==> src/rtl/calendar_pkg.sv <==
// calendar_pkg: shared widths, FSM states, weekday constants and calendar helpers
package calendar_pkg;
  localparam int YEAR_W = 12;
  localparam int MONTH_W = 4;
  localparam int DAY_W = 5;
  localparam int WDAY_W = 3;
  localparam logic [WDAY_W-1:0] WDAY_SUN = 3'd0;
  localparam logic [WDAY_W-1:0] WDAY_SAT = 3'd6;
  typedef enum logic [1:0] {IDLE, CHECK, COMMIT} state_t;
  function automatic logic is_leap(input logic [YEAR_W-1:0] y);
    return (y[1:0] == 2'b00) && ((y % 12'd100 != 12'd0) || (y % 12'd400 == 12'd0));
  endfunction
  // out-of-range months fall through to 31; the set checker rejects them separately
  function automatic logic [DAY_W-1:0] month_len(input logic [YEAR_W-1:0] y, input logic [MONTH_W-1:0] m);
    return (m == 4'd2) ? (is_leap(y) ? 5'd29 : 5'd28) :
           (m == 4'd4 || m == 4'd6 || m == 4'd9 || m == 4'd11) ? 5'd30 : 5'd31;
  endfunction
endpackage

==> src/rtl/month_days.sv <==
// month_days: combinational number of days in a given year/month
module month_days
  import calendar_pkg::*;
(
  input  logic [YEAR_W-1:0]  year,
  input  logic [MONTH_W-1:0] month,
  output logic [DAY_W-1:0]   length
);
  assign length = month_len(year, month);
endmodule

==> src/rtl/calendar_date.sv <==
// calendar_date: day-resolution date keeper with validated set port and carry pulses
module calendar_date
  import calendar_pkg::*;
#(
  parameter logic [YEAR_W-1:0] YEAR_MIN   = 12'd2000,
  parameter logic [YEAR_W-1:0] YEAR_MAX   = 12'd2099,
  parameter logic [WDAY_W-1:0] RESET_WDAY = 3'd6
) (
  input  logic               clock,
  input  logic               reset,
  input  logic               day_tick,
  input  logic               set_valid,
  input  logic [YEAR_W-1:0]  set_year,
  input  logic [MONTH_W-1:0] set_month,
  input  logic [DAY_W-1:0]   set_day,
  input  logic [WDAY_W-1:0]  set_wday,
  output logic               set_ready,
  output logic               set_done,
  output logic               set_err,
  output logic [YEAR_W-1:0]  year,
  output logic [MONTH_W-1:0] month,
  output logic [DAY_W-1:0]   day,
  output logic [WDAY_W-1:0]  wday,
  output logic               month_carry,
  output logic               year_carry
);
  state_t state, state_next;
  logic pending, pending_next, adv, legal, legal_q;
  logic [YEAR_W-1:0]  h_year;
  logic [MONTH_W-1:0] h_month;
  logic [DAY_W-1:0]   h_day, cur_len, held_len;
  logic [WDAY_W-1:0]  h_wday;
  logic end_month, end_year;

  month_days u_cur  (.year(year),   .month(month),   .length(cur_len));
  month_days u_held (.year(h_year), .month(h_month), .length(held_len));

  assign set_ready = state == IDLE;
  assign end_month = day >= cur_len;
  assign end_year  = month >= 4'd12;
  assign legal = h_year >= YEAR_MIN && h_year <= YEAR_MAX && h_month >= 4'd1 && h_month <= 4'd12 &&
                 h_day >= 5'd1 && h_day <= held_len && h_wday <= WDAY_SAT;

  // set FSM register
  always_ff @(posedge clock or negedge reset)
    if (!reset) state <= IDLE;
    else state <= state_next;

  // next state, tick application and one-deep pending tick
  always_comb begin
    state_next = state;
    adv = 1'b0;
    pending_next = pending | day_tick;
    if (state == IDLE) begin
      state_next = set_valid ? CHECK : IDLE;
      adv = pending || (day_tick && !set_valid);
      pending_next = set_valid && day_tick && !pending;
    end
    else state_next = (state == CHECK) ? COMMIT : IDLE;
  end

  // date, holding registers and registered pulses
  always_ff @(posedge clock or negedge reset)
    if (!reset) begin
      year <= YEAR_MIN;
      month <= 4'd1;
      day <= 5'd1;
      wday <= RESET_WDAY;
      h_year <= YEAR_MIN;
      h_month <= 4'd1;
      h_day <= 5'd1;
      h_wday <= RESET_WDAY;
      pending <= 1'b0;
      legal_q <= 1'b0;
      set_done <= 1'b0;
      set_err <= 1'b0;
      month_carry <= 1'b0;
      year_carry <= 1'b0;
    end
    else begin
      pending <= pending_next;
      month_carry <= adv && end_month;
      year_carry <= adv && end_month && end_year;
      set_done <= state == COMMIT;
      set_err <= state == COMMIT && !legal_q;
      if (state == IDLE && set_valid) {h_year, h_month, h_day, h_wday} <= {set_year, set_month, set_day, set_wday};
      if (state == CHECK) legal_q <= legal;
      if (adv) begin
        day <= end_month ? 5'd1 : day + 5'd1;
        month <= !end_month ? month : end_year ? 4'd1 : month + 4'd1;
        year <= !(end_month && end_year) ? year : (year >= YEAR_MAX) ? YEAR_MIN : year + 12'd1;
        wday <= (wday == WDAY_SAT) ? WDAY_SUN : wday + 3'd1;
      end
      else if (state == COMMIT && legal_q) {year, month, day, wday} <= {h_year, h_month, h_day, h_wday};
    end
endmodule

==> config.mk <==
export PLATFORM = sky130hd
export DESIGN_NAME = calendar_date
export DESIGN_NICKNAME = d
export VERILOG_FILES = /design/src/rtl/calendar_pkg.sv /design/src/rtl/month_days.sv /design/src/rtl/calendar_date.sv
export SDC_FILE = /design/constraint.sdc
export NUM_CORES = 1
export LEC_CHECK = 0
export CORE_MARGIN = 2
export CORE_UTILIZATION = 35
export CTS_CLUSTER_DIAMETER = 200
export CTS_CLUSTER_SIZE = 8
export DETAILED_ROUTE_END_ITERATION = 8
export GPL_ROUTABILITY_DRIVEN = 0
export SETUP_SLACK_MARGIN = 0.3
export SYNTH_ARGS = -nofsm -noshare
export SYNTH_HDL_FRONTEND = slang
export SYNTH_SLANG_ARGS = --single-unit
==> constraint.sdc <==
create_clock -name clock -period 9.35 [get_ports clock]
set_input_delay 0.935 -clock clock [delete_from_list [all_inputs] [get_ports clock]]
set_output_delay 0.935 -clock clock [all_outputs]
set_load 0.03 [all_outputs]
After elaboration in Yosys (flattened, before gate mapping)
Cells that the tools add are included.
- output and inout bits: 29
- input port bits: 28
- flip-flop bits (word level): 56
- logic and storage cells: 113
- $add $sub $neg: 4
- div/mod/pow operators: 4
- multiplexer cells: 25
- reduce and logical (&&, ||, !) cells: 39
- equal/unequal tests: 15
- bitwise operators: 1
- magnitude comparators: 10
- operator list (cell ; count):
    12-bit 2-to-1 mux ; 4
    5-bit 2-to-1 mux ; 5
    12-bit zero test ; 2
    12-bit by 7-bit remainder unit with 12-bit output (second input constant) ; 2
    12-bit by 9-bit remainder unit with 12-bit output (second input constant) ; 2
    12-bit nonzero test ; 2
    1-bit logical AND ; 17
    4-bit by 3-bit equality test with 1-bit output (second input constant) ; 4
    4-bit equality test (second input constant) ; 4
    4-bit 2-to-1 mux ; 4
    12-bit by 1-bit adder with 12-bit output (second input constant) ; 1
    12-bit by 11-bit greater-or-equal comparator with 1-bit output (second input constant) ; 1
    12-bit greater-or-equal comparator (second input constant) ; 1
    12-bit less-or-equal comparator (second input constant) ; 1
    1-bit logical OR ; 9
    3-bit 2-to-1 mux ; 3
    4-bit by 2-bit equality test with 1-bit output (second input constant) ; 2
    1-bit 2-to-1 mux ; 7
    2-bit zero test ; 3
    5-bit by 1-bit adder with 5-bit output (second input constant) ; 1
    5-bit by 1-bit greater-or-equal comparator with 1-bit output (second input constant) ; 1
    5-bit greater-or-equal comparator ; 1
    5-bit less-or-equal comparator ; 1
    4-bit by 1-bit adder with 4-bit output (second input constant) ; 1
    14 further kinds ; 19

Depth between registers and ports, before layout
Gate-level depths: netlist of the first run.
- depth after elaboration: 10
- gate-level depth with buffers: 23

Modules after synthesis
Synthesis of the first run repeated with hierarchy kept, for this count alone.
- cells, all modules: 713
- area, all modules: 5923.2 sq um
- by module, submodules not included (module ; instances ; cells each ; area an instance (sq um) ; sequential area each (sq um)):
    calendar_date ; 1 ; 287 ; 3000.4 ; 1426.4
    month_days ; 2 ; 213 ; 1461.4 ; 0.0

Least setup slack after synthesis of the first run
OpenSTA, ideal clock, no wires.
- path type: reg2reg
- start: register year[6]
- end: register year[3]
- data required time: 9.229 ns
- cell stages (with the launch flop): 22
- clock period less this slack: 4.824 ns
- arrival: 4.703 ns
- slack: 4.526 ns
- path through: dfstp_2 -> buf_4 -> and3b_1 -> a31o_1 -> a221oi_2 -> buf_2 -> o311ai_1 -> o21a_1 -> o2111a_1 -> a211oi_1 -> or3_4 -> mux2_4 -> a222oi_1 -> nor4_1 -> a21oi_1 -> ha_1 -> nand2b_1 -> a21oi_1 -> nor4_1 -> nand2b_1 -> clkbuf_1 -> a22o_1
- word-level cells in the longest chain between the ends: 10
- ends and longest elaborated chain (element ; line ; source):
    start, declared ; calendar_date.sv:20 ; output logic [YEAR_W-1:0] year,
    start signal, assigned ; calendar_date.sv:91 ; year <= !(end_month && end_year) ? year : (year >= YEAR_MAX) ? YEAR_MIN : year + 12'd1;
    start signal, assigned ; calendar_date.sv:94 ; else if (state == COMMIT && legal_q) {year, month, day, wday} <= {h_year, h_month, h_day, h_wday};
    12-bit by 7-bit remainder unit with 12-bit output or 12-bit by 9-bit remainder unit with 12-bit output (tied branches) ; calendar_pkg.sv:11 ; return (y[1:0] == 2'b00) && ((y % 12'd100 != 12'd0) || (y % 12'd400 == 12'd0));
    12-bit nonzero test or 12-bit zero test (tied branches) ; calendar_pkg.sv:11 ;
    1-bit logical OR ; calendar_pkg.sv:11 ;
    1-bit logical AND ; calendar_pkg.sv:11 ;
    1-bit 2-to-1 mux ; calendar_pkg.sv:15 ; return (m == 4'd2) ? (is_leap(y) ? 5'd29 : 5'd28) :
    5-bit 2-to-1 mux ; calendar_pkg.sv:15 ;
    5-bit greater-or-equal comparator ; calendar_date.sv:39 ; assign end_month = day >= cur_len;
    1-bit logical AND ; calendar_date.sv:91 ;
    2-bit by 1-bit inequality test with 1-bit output (no source line) ; - ;
    2-bit AND reduction (no source line) ; - ;
Several ways; a longest one is shown, not always the timed one. The select of a mux whose other input is x is not followed.
A chain may end at the register's enable or synchronous reset.

Worst setup path in the final report of the first run
- start: register year[9]
- end: register year[2]
The elaborated chain is that of the path after synthesis.

==> results of run 1 <==
[layer usage]
| metal | GRT usage [%] | vias to the layer above | part of all wire (%) |
|---|---|---|---|
| li1 | - | 2405 | - |
| met1 | 24.6 | 2405 | 45 |
| met2 | 31.4 | 126 | 50 |
| met3 | 1.74 | 14 | 3.9 |
| met4 | 4.99 | 0 | 1.2 |
| met5 | 0 | - | 0 |
[state kept, by name, indices dropped and copies added, names as in the netlist]
| signal | flops |
|---|---|
| pending | 1 |
| h_day | 5 |
| year_carry | 1 |
| month_carry | 1 |
| legal_q | 1 |
| set_done | 1 |
| state | 2 |
| h_year | 12 |
| wday | 3 |
| h_wday | 3 |
| h_month | 4 |
| year | 12 |
| set_err | 1 |
| day | 5 |
| month | 4 |
[worst max-delay path, cell delays in order (launching register included)]
cell and delay (ns):
dfstp_2 0.76, inv_1 0.21, a31o_1 0.27, a221oi_2 0.67, o311ai_1 0.22, o21a_1 0.22
o2111a_1 0.27, a211oi_1 0.41, or3_4 0.24, mux2_4 0.29, a222oi_1 0.23, nor4_1 0.10
a21oi_1 0.18, ha_1 0.14, nand2b_1 0.10, a21oi_1 0.10, nor4_1 0.37, nand2b_1 0.70
o21ai_0 0.22, a22o_1 0.23
[placed cells by master (no fill, tap or decap), drive strengths merged, types with 10 or more instances in the layout]
master	count
clkdlybuf4s50	55
o31ai	10
nor3	18
inv	22
mux2	23
and2	10
ha	11
a21oi	56
nand2b	11
dfstp	20
o21ai	59
nand3	19
dfrtp	36
nand2	57
nor2	39
[cells in the mapped netlist (8+ instances only)]
cell       n  share of area (%)
nand2b_1  11                1.4
nor3_1    18                1.8
nand3_1   19                1.9
mux2_2    21                4.7
a21oi_1   55                5.5
mux2i_1    8                1.6
dfrtp_1   36                 18
inv_1     19                1.4
ha_1      11                2.7
o31ai_1    9                1.3
o21a_1     8                1.2
and2_1    10                1.2
o22ai_1    8               0.99
clkbuf_1  21                1.6
dfstp_2   20                 10
o211ai_1   8                1.2
o21ai_0   53                5.3
nor2_1    37                2.8
buf_2      9               0.89
nand2_1   57                4.3
[power by group through the flow]
stage,sequential [W],clock [W],combinational [W]
final,0.000524,0.000195,0.00125
after detailed placement,0.000524,0,0.00124
after CTS,0.000520,0.000202,0.00124
after global routing,0.000544,0.000208,0.00139
after global placement,0.000518,0,0.00121
after floorplan,0.000466,0,0.00100
[metrics by stage]
stage / cells / hold WS, ns / setup slack, ns
2_1_floorplan: 623 / 0.441 / 4.53
3_3_place_gp: 817 / 0.463 / 3.70
3_5_place_dp: 817 / 0.471 / 3.35
4_1_cts: 825 / 0.479 / 3.33
5_1_grt: 825 / 0.494 / 2.58
6_report: 825 / 0.479 / 3.30
[logic make-up (layout without fill, tap and decap cells)]
group / count (synthesis) / after routing / share of synthesized area (%)
and+or+nand+nor: 210 / 210 / 21.6
buffers and inverters: 67 / 89 / 6.36
AOI/OAI and AO/OA: 239 / 239 / 32.5
adders and majority gates: 13 / 13 / 3.16
xor gates and xnor gates: 7 / 7 / 1.22
DFF: 56 / 56 / 28.3
muxes: 31 / 31 / 6.89
[layout make-up]
type	count	area share, %
inverter	22	1.44
clock buffer	5	2.18
tap	180	3.92
sequential	56	24.8
multi-input combinational	500	57.2
timing repair buffer	59	10.1
clock inverter	3	0.370
[worst paths after layout]
kind,start,end,slack [ns],depth (start not counted)
worst max register to register,year[9]$_DFFE_PN1P_,year[2]$_DFFE_PN0P_,3.30,19
worst min register to register,state[0]$_DFF_PN0_,set_done$_DFF_PN0_,0.48,1
min in group asynchronous,reset,pending$_DFF_PN0_,0.76,2
worst min-delay path,state[0]$_DFF_PN0_,set_done$_DFF_PN0_,0.48,1
max in group asynchronous,reset,h_year[11]$_DFFE_PN0P_,8.08,2
worst max-delay path,year[9]$_DFFE_PN1P_,year[2]$_DFFE_PN0P_,3.30,19
==> summary.txt, run 1 <==
Run status
  • Status: finished, final reports clean

STA
  • Max_slew headroom: 31.2%
  • Clock Skews: 0.00872 ns
  • Final Max Tran Viols: 0
  • FMAX: 0.165 GHz
  • Final Hold Fails: 0
  • Setup TNS: 0 ns
  • RSZ-0062 raised after global routing: false
  • Min cycle time layout: 6.05 ns
  • Final worst-path cycle share: 64.7%
  • Slew at the pin closest to its max-slew limit: 1.03 ns
  • Setup violations, final: 0

Clock network
  • Clock buffer depth: 2
  • Reg clk slew, reported paths: 0.08 ns
  • Clk sink count: 56
  • H-Tree Depth: 2
  • Worst skew pair latency: 0.30 ns
  • CTS tree: yes
  • Post-CTS Setup Inserts: 0
  • Post-CTS sizing: 0
  • Root buf cell: clkbuf_16
  • Post-CTS Hold Fix Bufs: 0
  • Num CTS Buffers: 5

Cells and area
  • Final Util: 41.1%
  • Fraction of layout cells with a size suffix above 1: 11.6%
  • Net count, final: 683
  • Final Cell Area: 5750 um2
  • Fillers: 1,449
  • Ant diodes: 0
  • Area delta synth->final: 14.1%
  • Multi-input combinational cell area: 3290 um2
  • Sequential cell area: 1430 um2

Worst setup path
  • CP endpoint kind: register
  • Worst Path Arrival: 6.23 ns
  • Crit Path Max Fanout: 24
  • CP Data Required Time: 9.54 ns
  • Crit start category: register
  • CP Class: reg2reg

Floorplanning
  • Die Y: 124 um
  • Core Footprint: 14,000 um2
  • Row Count: 43
  • I/O Pins: 57
  • Initial core utilization: 36.0%
  • Die width: 124 um
  • Die Area: 15,400 um2

Drt
  • DR pass1 iterations: 5
  • Via-per-instance ratio: 6.00
  • Final ANT Viol Nets: 0
  • Drt initial violations: 336
  • Via count: 4,950
  • Drc violations: 0
  • WL/cell: 17.0 um
  • Post-Route WL: 14.0 mm

Synthesis
  • Seq/Total Area, Yosys: 28.3%
  • Mapped Nets: 662
  • Mapped Avg Cell Area: 8.08 um2
  • Post-synth EDFFs: 0
  • Post-synthesis instance total: 623
  • #FFs+latches synth: 56
  • Synth Flop Type: dfrtp_1
  • Warnings from Yosys: 0
  • FFs w/ async S/R, synth: 100%
  • Yosys cell types: 91
  • Synthesized area: 5030 um2

Power
  • Clock share of power: 9.9%
  • Power Density: 343 nW/um2
  • Int Pwr: 0.000986 W
  • Switching Fraction: 50.0%
  • Peak supply drop: 109 uV
  • Sequential share of power: 26.6%
  • Total power: 0.00197 W
  • Comb power frac: 63.5%
  • P_leak: 2.12 nW
  • Net Sw Power: 0.000985 W

GRT
  • Gr usage total: 18.3%
  • First-pass GRT wire length: 22.8 mm
  • Initial antenna violation count: 0
  • Grt ovf: 0
  • Largest net degree at the start of global routing: 57
  • Number of global-route vias before repair: 4,635

Placed design
  • Placed cell areas: 5600 um2
  • DP Wirelength: 10.0 mm
  • IO buf count: 56

Flow run
  • Max-cap viol count: 0

Worst hold path
  • HP Class: reg2reg
(Power assumes the default switching activity.)
==> run 2: changes to the inputs <==
Clock period 9.35 ns to 5.8 ns, I/O delays scaled along.
==> summary.txt, run 2 (synthesis results as in run 1) <==
STA
  • Hold Slack: 0.413 ns
  • Min cycle time layout: 5.13 ns
  • Final worst-path cycle share: 88.4%
  • Slew at the pin closest to its max-slew limit: 1.01 ns
  • FMAX: 0.195 GHz
  • RSZ-0062 raised after global routing: false
  • Setup TNS: 0 ns
  • Final Max Tran Viols: 0
  • Setup violations, final: 0
  • Post-route setup slack: 0.671 ns
  • Max_slew headroom: 32.2%
  • Final Hold Fails: 0
  • Clock Skews: 0.00611 ns

Worst setup path
  • Crit Path Max Fanout: 26
  • Worst Path Arrival: 5.30 ns
  • CP Class: reg2reg
  • CP Data Required Time: 5.97 ns
  • Crit start category: register
  • CP endpoint kind: register

Power
  • P_leak: 2.15 nW
  • Power Density: 556 nW/um2
  • Peak supply drop: 197 uV
  • Total power: 0.00325 W

Drt
  • Post-Route WL: 14.1 mm
  • DR pass1 iterations: 5
  • Drc violations: 0
  • Via-per-instance ratio: 5.97
  • Via count: 4,961
  • Drt initial violations: 482
  • WL/cell: 17.0 um
  • Final ANT Viol Nets: 0

Clock network
  • Clk sink count: 56
  • CTS tree: yes
  • Worst skew pair latency: 0.30 ns
  • Post-CTS Hold Fix Bufs: 0
  • Root buf cell: clkbuf_16
  • Reg clk slew, reported paths: 0.08 ns
  • H-Tree Depth: 2
  • Num CTS Buffers: 5
  • Clock buffer depth: 2

Cells and area
  • Final Cell Area: 5840 um2
  • Leading cell type in the layout, fill and taps excluded: nand2_1
  • Ant diodes: 0
  • Commonest cells after routing, fill and taps aside: nand2_1 (57), clkdlybuf4s50_1 (55), a21oi_1 (54)
  • Fraction of layout cells with a size suffix above 1: 13.4%
  • Regs by FF count: h_year x12, year x12
  • Area delta synth->final: 16.1%
  • Net count, final: 689

Placed design
  • IO buf count: 56
  • DP Wirelength: 10.2 mm
  • Placed cell areas: 5630 um2
  • Post-place setup slack: 0.204 ns

Floorplanning
  • Core Footprint: 14,000 um2
  • I/O Pins: 57
  • Initial core utilization: 36.0%
  • Row Count: 43
  • Die Area: 15,400 um2
  • Die Y: 124 um
  • Die width: 124 um

Worst hold path
  • HP Class: in2async

GRT
  • First-pass GRT wire length: 23.2 mm
  • Number of global-route vias before repair: 4,611
  • Grt ovf: 0
  • Initial antenna violation count: 0
  • Gr usage total: 18.7%
  • Largest net degree at the start of global routing: 57

Flow run
  • Max-cap viol count: 0

Run status
  • Status: finished, final reports clean
-- run 2: cell types whose count changed in the layout (fill, tap and decap cells not counted), sizes merged --
cell,before,now
buf,4,10
-- run 2: per-layer routing --
layer | track usage [%] | wire length, um | vias to the layer above
met4 | 5.41 | 191 | 0
met2 | 31.9 | 7100 | 140
li1 | - | - | 2421
met3 | 1.69 | 514 | 15
met5 | 0 | 0 | -
met1 | 25.2 | 6310 | 2385
-- run 2: cell type report --
cell class	instances	area [um2]
clock inverters	3	27.5
clock buffers	5	125
repair buffers	65	623
inverters	22	82.6
multi-input cells	500	3320
well taps	180	225
fillers	1413	8150
flip-flops and latches	56	1440
-- run 2: per-stage QoR --
stage / util [%] / std cells
2_1_floorplan: - / 623
4_1_cts: 41.4 / 829
3_5_place_dp: 40.2 / 821
6_report: 41.8 / 831
3_3_place_gp: 40.2 / 821
5_1_grt: 41.8 / 831
-- run 2: path summary, 6_finish.rpt --
check                                       endpoint            startpoint  cells after the start  slack, ns
worst max-delay path            year[11]$_DFFE_PN0P_  year[10]$_DFFE_PN1P_                     20       0.67
worst min-delay path            month[2]$_DFFE_PN0P_                 reset                      2       0.41
worst max register to register  year[11]$_DFFE_PN0P_  year[10]$_DFFE_PN1P_                     20       0.67
worst min register to register    set_done$_DFF_PN0_    state[0]$_DFF_PN0_                      1       0.48
max in group asynchronous       year[11]$_DFFE_PN0P_                 reset                      2       4.87
min in group clock                set_done$_DFF_PN0_    state[0]$_DFF_PN0_                      1       0.48
-- run 2: power breakdown --
group | internal, W | switching, W
sequential | 0.000541 | 0.000299
combinational | 0.000930 | 0.00116
clock | 0.000165 | 0.000157
total | 0.00164 | 0.00161
-- run 2: what timing repair did --
action | CTS | global route
pin swaps | 0 | 1
resized for setup | 1 | 10
gates cloned | 0 | 0
buffers inserted | 0 | 2
setup endpoints to repair | 10 | 17
-- run 2: critical path, cell delays in order (launching register included) --
cell and delay [ns]:
dfstp_4 0.76, or2b_1 0.31, a2bb2oi_1 0.19, maj3_2 0.37, o2bb2ai_1 0.20, o221ai_1 0.20
a31o_1 0.25, and3_4 0.18, or3_4 0.35, mux2_4 0.30, a222oi_1 0.24, nor4_1 0.09
a21oi_1 0.17, ha_1 0.24, nand2b_1 0.15, a21oi_2 0.23, nor4_2 0.09, nand2b_2 0.30
buf_4 0.22, a21oi_1 0.13, a31oi_1 0.06
